[src/rtl/stream_mux_pkg.sv]
// stream_mux_pkg: shared source-tag encoding and arbitration-mode constants
//   SEL_A / SEL_B  : source tag carried on out_sel, same encoding as dmux sel
//   PRIO_RR / PRIO_FIXED : arbitration mode values for PRIO_MODE
package stream_mux_pkg;
    typedef logic sel_t;
    localparam sel_t SEL_A = 1'b0;
    localparam sel_t SEL_B = 1'b1;
    localparam int PRIO_RR = 0;
    localparam int PRIO_FIXED = 1;
endpackage

[src/rtl/stream_mux2_arb.sv]
// stream_mux2_arb: two-source grant logic with round-robin or fixed priority pointer
//   clk, rst_n       : clock, synchronous active-low reset
//   a_valid, b_valid : source requests
//   load             : output stage can take a word this cycle
//   grant_a, grant_b : one-hot (or zero) grant, independent of load
module stream_mux2_arb
    import stream_mux_pkg::*;
#(
    parameter int PRIO_MODE = PRIO_RR
) (
    input  logic clk,
    input  logic rst_n,
    input  logic a_valid,
    input  logic b_valid,
    input  logic load,
    output logic grant_a,
    output logic grant_b
);
    sel_t prio;

    always_comb begin
        grant_a = a_valid && (!b_valid || prio == SEL_A);
        grant_b = b_valid && !grant_a;
    end

    // In fixed mode prio never leaves SEL_A, so A always wins a tie.
    always_ff @(posedge clk) begin
        if (!rst_n)
            prio <= SEL_A;
        else if (PRIO_MODE == PRIO_RR && load && (grant_a || grant_b))
            prio <= grant_a ? SEL_B : SEL_A;
    end
endmodule

[src/rtl/stream_mux2.sv]
// stream_mux2: 2-to-1 valid/ready stream merger with registered, source-tagged output
//   clk, rst_n                   : clock, synchronous active-low reset
//   a_valid/a_data/a_ready       : source A (tag SEL_A)
//   b_valid/b_data/b_ready       : source B (tag SEL_B)
//   out_valid/out_data/out_sel/out_ready : merged output
//   STREAM_MUX2_SKID_EN : when defined, the output stage is a 2-entry FIFO and the
//                         readies no longer depend combinationally on out_ready
module stream_mux2
    import stream_mux_pkg::*;
#(
    parameter int WIDTH = 8,
    parameter int PRIO_MODE = PRIO_RR
) (
    input  logic             clk,
    input  logic             rst_n,
    input  logic             a_valid,
    input  logic [WIDTH-1:0] a_data,
    output logic             a_ready,
    input  logic             b_valid,
    input  logic [WIDTH-1:0] b_data,
    output logic             b_ready,
    output logic             out_valid,
    output logic [WIDTH-1:0] out_data,
    output sel_t             out_sel,
    input  logic             out_ready
);
    logic grant_a, grant_b, load, accept;
    sel_t in_sel;
    logic [WIDTH-1:0] in_data;

    stream_mux2_arb #(.PRIO_MODE(PRIO_MODE)) u_arb (
        .clk     (clk),
        .rst_n   (rst_n),
        .a_valid (a_valid),
        .b_valid (b_valid),
        .load    (load),
        .grant_a (grant_a),
        .grant_b (grant_b)
    );

    // Readies are held low during reset so nothing is consumed from a source.
    always_comb begin
        a_ready = rst_n && load && grant_a;
        b_ready = rst_n && load && grant_b;
        accept  = a_ready || b_ready;
        in_sel  = b_ready ? SEL_B : SEL_A;
        in_data = b_ready ? b_data : a_data;
    end

`ifdef STREAM_MUX2_SKID_EN
    logic [1:0] count;
    logic wr, rd, pop;
    logic [WIDTH:0] mem [2];

    // load comes only from registered count, cutting the out_ready -> ready path.
    always_comb begin
        load = count < 2'd2;
        out_valid = count != 2'd0;
        {out_sel, out_data} = mem[rd];
        pop = out_valid && out_ready;
    end

    always_ff @(posedge clk) begin
        if (!rst_n) begin
            count  <= 2'd0;
            wr     <= 1'b0;
            rd     <= 1'b0;
            mem[0] <= '0;
            mem[1] <= '0;
        end else begin
            if (accept) begin
                mem[wr] <= {in_sel, in_data};
                wr      <= !wr;
            end
            if (pop)
                rd <= !rd;
            count <= count + {1'b0, accept} - {1'b0, pop};
        end
    end
`else
    assign load = !out_valid || out_ready;

    // A new word may enter in the same cycle the held word leaves.
    always_ff @(posedge clk) begin
        if (!rst_n) begin
            out_valid <= 1'b0;
            out_data  <= '0;
            out_sel   <= SEL_A;
        end else if (accept) begin
            out_valid <= 1'b1;
            out_data  <= in_data;
            out_sel   <= in_sel;
        end else if (out_ready) begin
            out_valid <= 1'b0;
        end
    end
`endif
endmodule

[config.mk]
export PLATFORM = sky130hd
export DESIGN_NAME = stream_mux2
export DESIGN_NICKNAME = d
export VERILOG_FILES = /design/src/rtl/stream_mux_pkg.sv /design/src/rtl/stream_mux2_arb.sv /design/src/rtl/stream_mux2.sv
export SDC_FILE = /design/constraint.sdc
export NUM_CORES = 1
export LEC_CHECK = 0
export ABC_AREA = 1
export CAP_MARGIN = 10
export CORE_MARGIN = 5
export CORE_UTILIZATION = 38
export DETAILED_ROUTE_END_ITERATION = 6
export PLACE_DENSITY = 0.78
export SLEW_MARGIN = 20
export SYNTH_ARGS = -nofsm -noshare
export SYNTH_HDL_FRONTEND = slang
export SYNTH_HIERARCHICAL = 1
export SYNTH_SLANG_ARGS = --single-unit
[constraint.sdc]
create_clock -name clk -period 1.89 [get_ports clk]
set_input_delay 0.567 -clock clk [delete_from_list [all_inputs] [get_ports clk]]
set_output_delay 0.567 -clock clk [all_outputs]
set_load 0.02 [all_outputs]
**After elaboration in Yosys (flattened, before gate mapping)**

Cells that the tools add are included.

- Register bits: 11
- Bits of input ports: 21
- Output and inout bits: 12

- Multiplexer cells: 5
- Bitwise operators: 1
- Reduce and logical (&&, ||, !) cells: 14

Operators with widths:

| cell | count |
|---|---|
| two-way mux 8 bit | 1 |
| logical AND 1 bit | 6 |
| logical OR 1 bit | 4 |
| two-way mux 1 bit | 4 |
| logical NOT 1 bit | 3 |
| nonzero test 2 bit | 1 |
| NOT 1 bit | 1 |

**Longest topological paths before layout**

- Depth after elaboration: 8
- Depth in mapped cells: 9
- Mapped depth without buffers: 8

**Cells and area by module**

The synthesis kept the hierarchy.

By module, submodules not included:

| module | times used | cells each | area each (µm²) | seq. area each (µm²) |
|---|---|---|---|---|
| stream_mux2 | 1 | 89 | 564.3 | 200.2 |
| stream_mux2_arb | 1 | 10 | 63.8 | 20.0 |

**Worst setup path before layout**

Ideal clock, no wire load.

- Path type: input to output
- From: input b_valid
- To: output b_ready
- Arrival time: 1.320 ns
- Data required time: 1.323 ns
- Slack: 0.003 ns
- Stages: 6
- Buffers on the path: 1
- Cell sequence: nand2_1 -> and2_4 -> nor2_2 -> nand3_4 -> buf_2 -> inv_1

- Word-level cells in the longest chain between the ends: 6

Ends and longest elaborated chain:

| element | RTL line | RTL |
|---|---|---|
| start, declared | stream_mux2.sv:19 | `input logic b_valid,` |
| logical NOT 1 bit | stream_mux2_arb.sv:22 | `grant_a = a_valid && (!b_valid \|\| prio == SEL_A);` |
| logical OR 1 bit | stream_mux2_arb.sv:22 |  |
| logical AND 1 bit | stream_mux2_arb.sv:22 |  |
| net grant_a | stream_mux2.sv:27 | `logic grant_a, grant_b, load, accept;` |
| logical NOT 1 bit | stream_mux2_arb.sv:23 | `grant_b = b_valid && !grant_a;` |
| logical AND 1 bit | stream_mux2_arb.sv:23 |  |
| net grant_b | stream_mux2.sv:27 |  |
| logical AND 1 bit | stream_mux2.sv:44 | `b_ready = rst_n && load && grant_b;` |
| end, declared | stream_mux2.sv:21 | `output logic b_ready,` |

The timed path passes the listed nets, and every way through them passes these cells.

**Worst setup path in the final report**

- From: input a_valid
- To: output b_ready

- Word-level cells in the longest chain between the ends: 4

Ends and longest elaborated chain:

| element | RTL line | RTL |
|---|---|---|
| start, declared | stream_mux2.sv:16 | `input logic a_valid,` |
| logical AND 1 bit | stream_mux2_arb.sv:22 |  |
| net grant_a | stream_mux2.sv:27 |  |
| logical NOT 1 bit | stream_mux2_arb.sv:23 |  |
| logical AND 1 bit | stream_mux2_arb.sv:23 |  |
| net grant_b | stream_mux2.sv:27 |  |
| logical AND 1 bit | stream_mux2.sv:44 |  |

The timed path passes the listed nets, and every way through them passes these cells.

==> out/metrics.cfg <==
[outcome]
status=finished clean

[floorplan]
die-area_sq_um=2570
initial_utilization_pct=40.7
fp-row-count=14
die_h_um=50.7
io_pins=33
die_x_um=50.7
core_sq_um=1540

[clocking]
cts_hold_buf=0
cts_max_path_buffers=2
clock_latency_ns=0.27
cts.sinks=11
htreeDepth=1
cts_made_buffers=3
cts.clk_slew.worst_paths_ns=0.07
cts_tree=done
cts_root_buffer=clkbuf_4

[final_layout]
antennaDiodeCount=0
layout_common_cells=nand2_1 (28), clkdlybuf4s50_1 (25), nor2_1 (24)
areaGrowthSynthToFinish_pct=65.3
num-fill-cells=157
drive_above_1_share_pct=16.5
final_common_cell=nand2_1
fin_nets=161
fin_area_sq_um=1040
stdcell_count=155

[global_routing]
grt-ovfl-total=0
grt_pass1_vias=597
grtUsageTotal_pct=13.2
antenna_found_initial=0
grt_pass1_wl_mm=2.59
grt_max_degree=28

[sta]
setup_viol=0
fin_hold_ws_ns=0.465
maxSlewViolCount=0
rsz0062_at_grt=false
fin_crit_ns=1.83
worst_clock_skew_ns=0.00237
max_freq_mhz=546
worst_pin_slew_ns=0.274
period_share_pct=96.9
hold_viol=0
slew-limit-headroom_pct=81.7

[worst_hold_path]
min_from=out_sel$_SDFFE_PN0P_
hold_path_depth=2
hold-path-endpoint=out_sel$_SDFFE_PN0P_
hp-class=reg -> reg

[logic_synthesis]
muxShareOfSynthArea_pct=0
synth_seq_area_share_pct=35.1
synthSimpleGateAreaFrac_pct=50.6
syn_nets=120
synth_compound_area_share_pct=1.79
synth_top_family_by_area=simple AND/OR/NAND/NOR gates
synth_cells=99
ys_ff_latch=11
synth_top_area_share_pct=35.1
synth_top_area_cell=dfxtp_1
synth-xor-area-share_pct=0
syn_area_per_cell_sq_um=6.34
synthDistinctLibCells=14
ys_warn_count=6
synthTopCellsByArea=dfxtp_1 (35%), nand2_1 (17%), nor2_1 (14%), nand3b_1 (9.6%), inv_1 (8.4%)
synthAdderAreaFrac_pct=0
synth_area_sq_um=628

[placed_design]
port_buffers=32
dp_hpwl_mm=1.11
dp_cells=148
dpl-instance-area_sq_um=980
place_congestion=0.747

[critical_path]
end_kind=primary output
crit_chain=clkdlybuf4s15_1 -> and2_4 -> nor2_4 -> nand3_4 -> inv_2 -> buf_6
worst_setup_path_start_kind=primary input
r2r_slack_ns=0.25
r2r_end=out_data[0]$_SDFFE_PN0P_
worstPathRequired_ns=1.32
worst_path_max_delay_cell=clkdlybuf4s15_1
critPathMaxStageDelay_ns=0.18
arrival_ns=1.26
criticalPathCategory=in -> out
r2r_cells=10
worst-path-max-fanout=2
reg2reg_from=u_arb/prio$_SDFFE_PN0P_

[routing]
highest_layer=met4
drc=0
vias=713
wl_met2_um=769
wl_met3_um=120
antenna_left=0
drt_iter0_drc=8
dr.pass1.iters=4
drt-met1-wl_um=724
vias_per_cell=4.60
avgRoutedWirePerCell_um=10.6
wl_mm=1.65

[pwr]
ir_drop_mv=0.367
power.leakage_nw=0.557
cellPowerDensity_nw_per_um2=629

[run]
drv_cap=0

## worst max-delay path, delay by kind of cell
kind	cells	cell delay, ns
buffers and inverters	3	0.34
and+or+nand+nor	3	0.35
## per-layer routing
layer	up-vias	track usage, %
met1	311	16.1
met4	0	10.2
met5	-	0
met2	25	20.5
li1	373	-
met3	4	2.07
## synthesized netlist by cell type
cell	number
a21oi_1	1
a31oi_1	1
and2_4	1
buf_2	3
buf_6	1
dfxtp_1	11
inv_1	14
nand2_1	29
nand2_4	1
nand3_1	3
nand3_4	1
nand3b_1	8
nor2_1	24
nor2_2	1
## stage by stage
step	TNS [ns]	power [W]	worst slack [ns]	utilization, %
global placement	-4.23	0.000482	-0.773	63.6
CTS	0	0.000663	0.0329	67.2
floorplan	0	0.000381	0.00286	-
finish	0	0.000653	0.0591	67.4
global route	0	0.000700	0.0122	67.4
detailed placement	-4.69	0.000486	-0.803	63.6
## final cells by class
type                            instances  area (sq um)  share of cell area [%]
Sequential cell                        11           220                    21.2
Timing Repair Buffer                   40           378                    36.4
Tap cell                               16          20.0                    1.93
Clock buffer                            4          26.3                    2.53
Inverter                               14          52.6                    5.06
Multi-Input combinational cell         70           342                    32.9
## power breakdown
group          switching (W)  internal, W  leakage (nW)  total (W)
sequential         0.0000106     0.000254        0.0911   0.000265
combinational       0.000105     0.000118         0.451   0.000223
clock              0.0000833    0.0000818        0.0150   0.000165
total               0.000199     0.000454         0.557   0.000653
## state kept, by name, summed over array words and instances (netlist names)
register    cells
out_data        8
out_sel         1
out_valid       1
u_arb/prio      1
## worst max-delay path by stage
| stage | start | depth (start not counted) | end | slack [ns] |
|---|---|---|---|---|
| final | a_valid | 6 | b_ready | 0.06 |
| after global routing | a_valid | 10 | out_data[0]$_SDFFE_PN0P_ | 0.01 |
| after CTS | out_valid$_SDFFE_PN0P_ | 1 | out_valid | 0.03 |
| after detailed placement | b_valid | 7 | b_ready | -0.80 |
| after global placement | b_valid | 7 | b_ready | -0.77 |
| after floorplan | b_valid | 6 | b_ready | 0.003 |
## repair_timing
| action | in CTS | in global routing |
|---|---|---|
| gates resized for setup | 26 | 1 |
| pin swaps | 4 | 0 |
| setup endpoints to repair | 10 | 1 |
| buffers inserted | 3 | 0 |
## cell families after synthesis
group	Yosys count
AO/OA/AOI/OAI	2
AND/OR/NAND/NOR	68
flip-flops	11
buffers and inverters	18
Power figures use the tool's default switching activity.
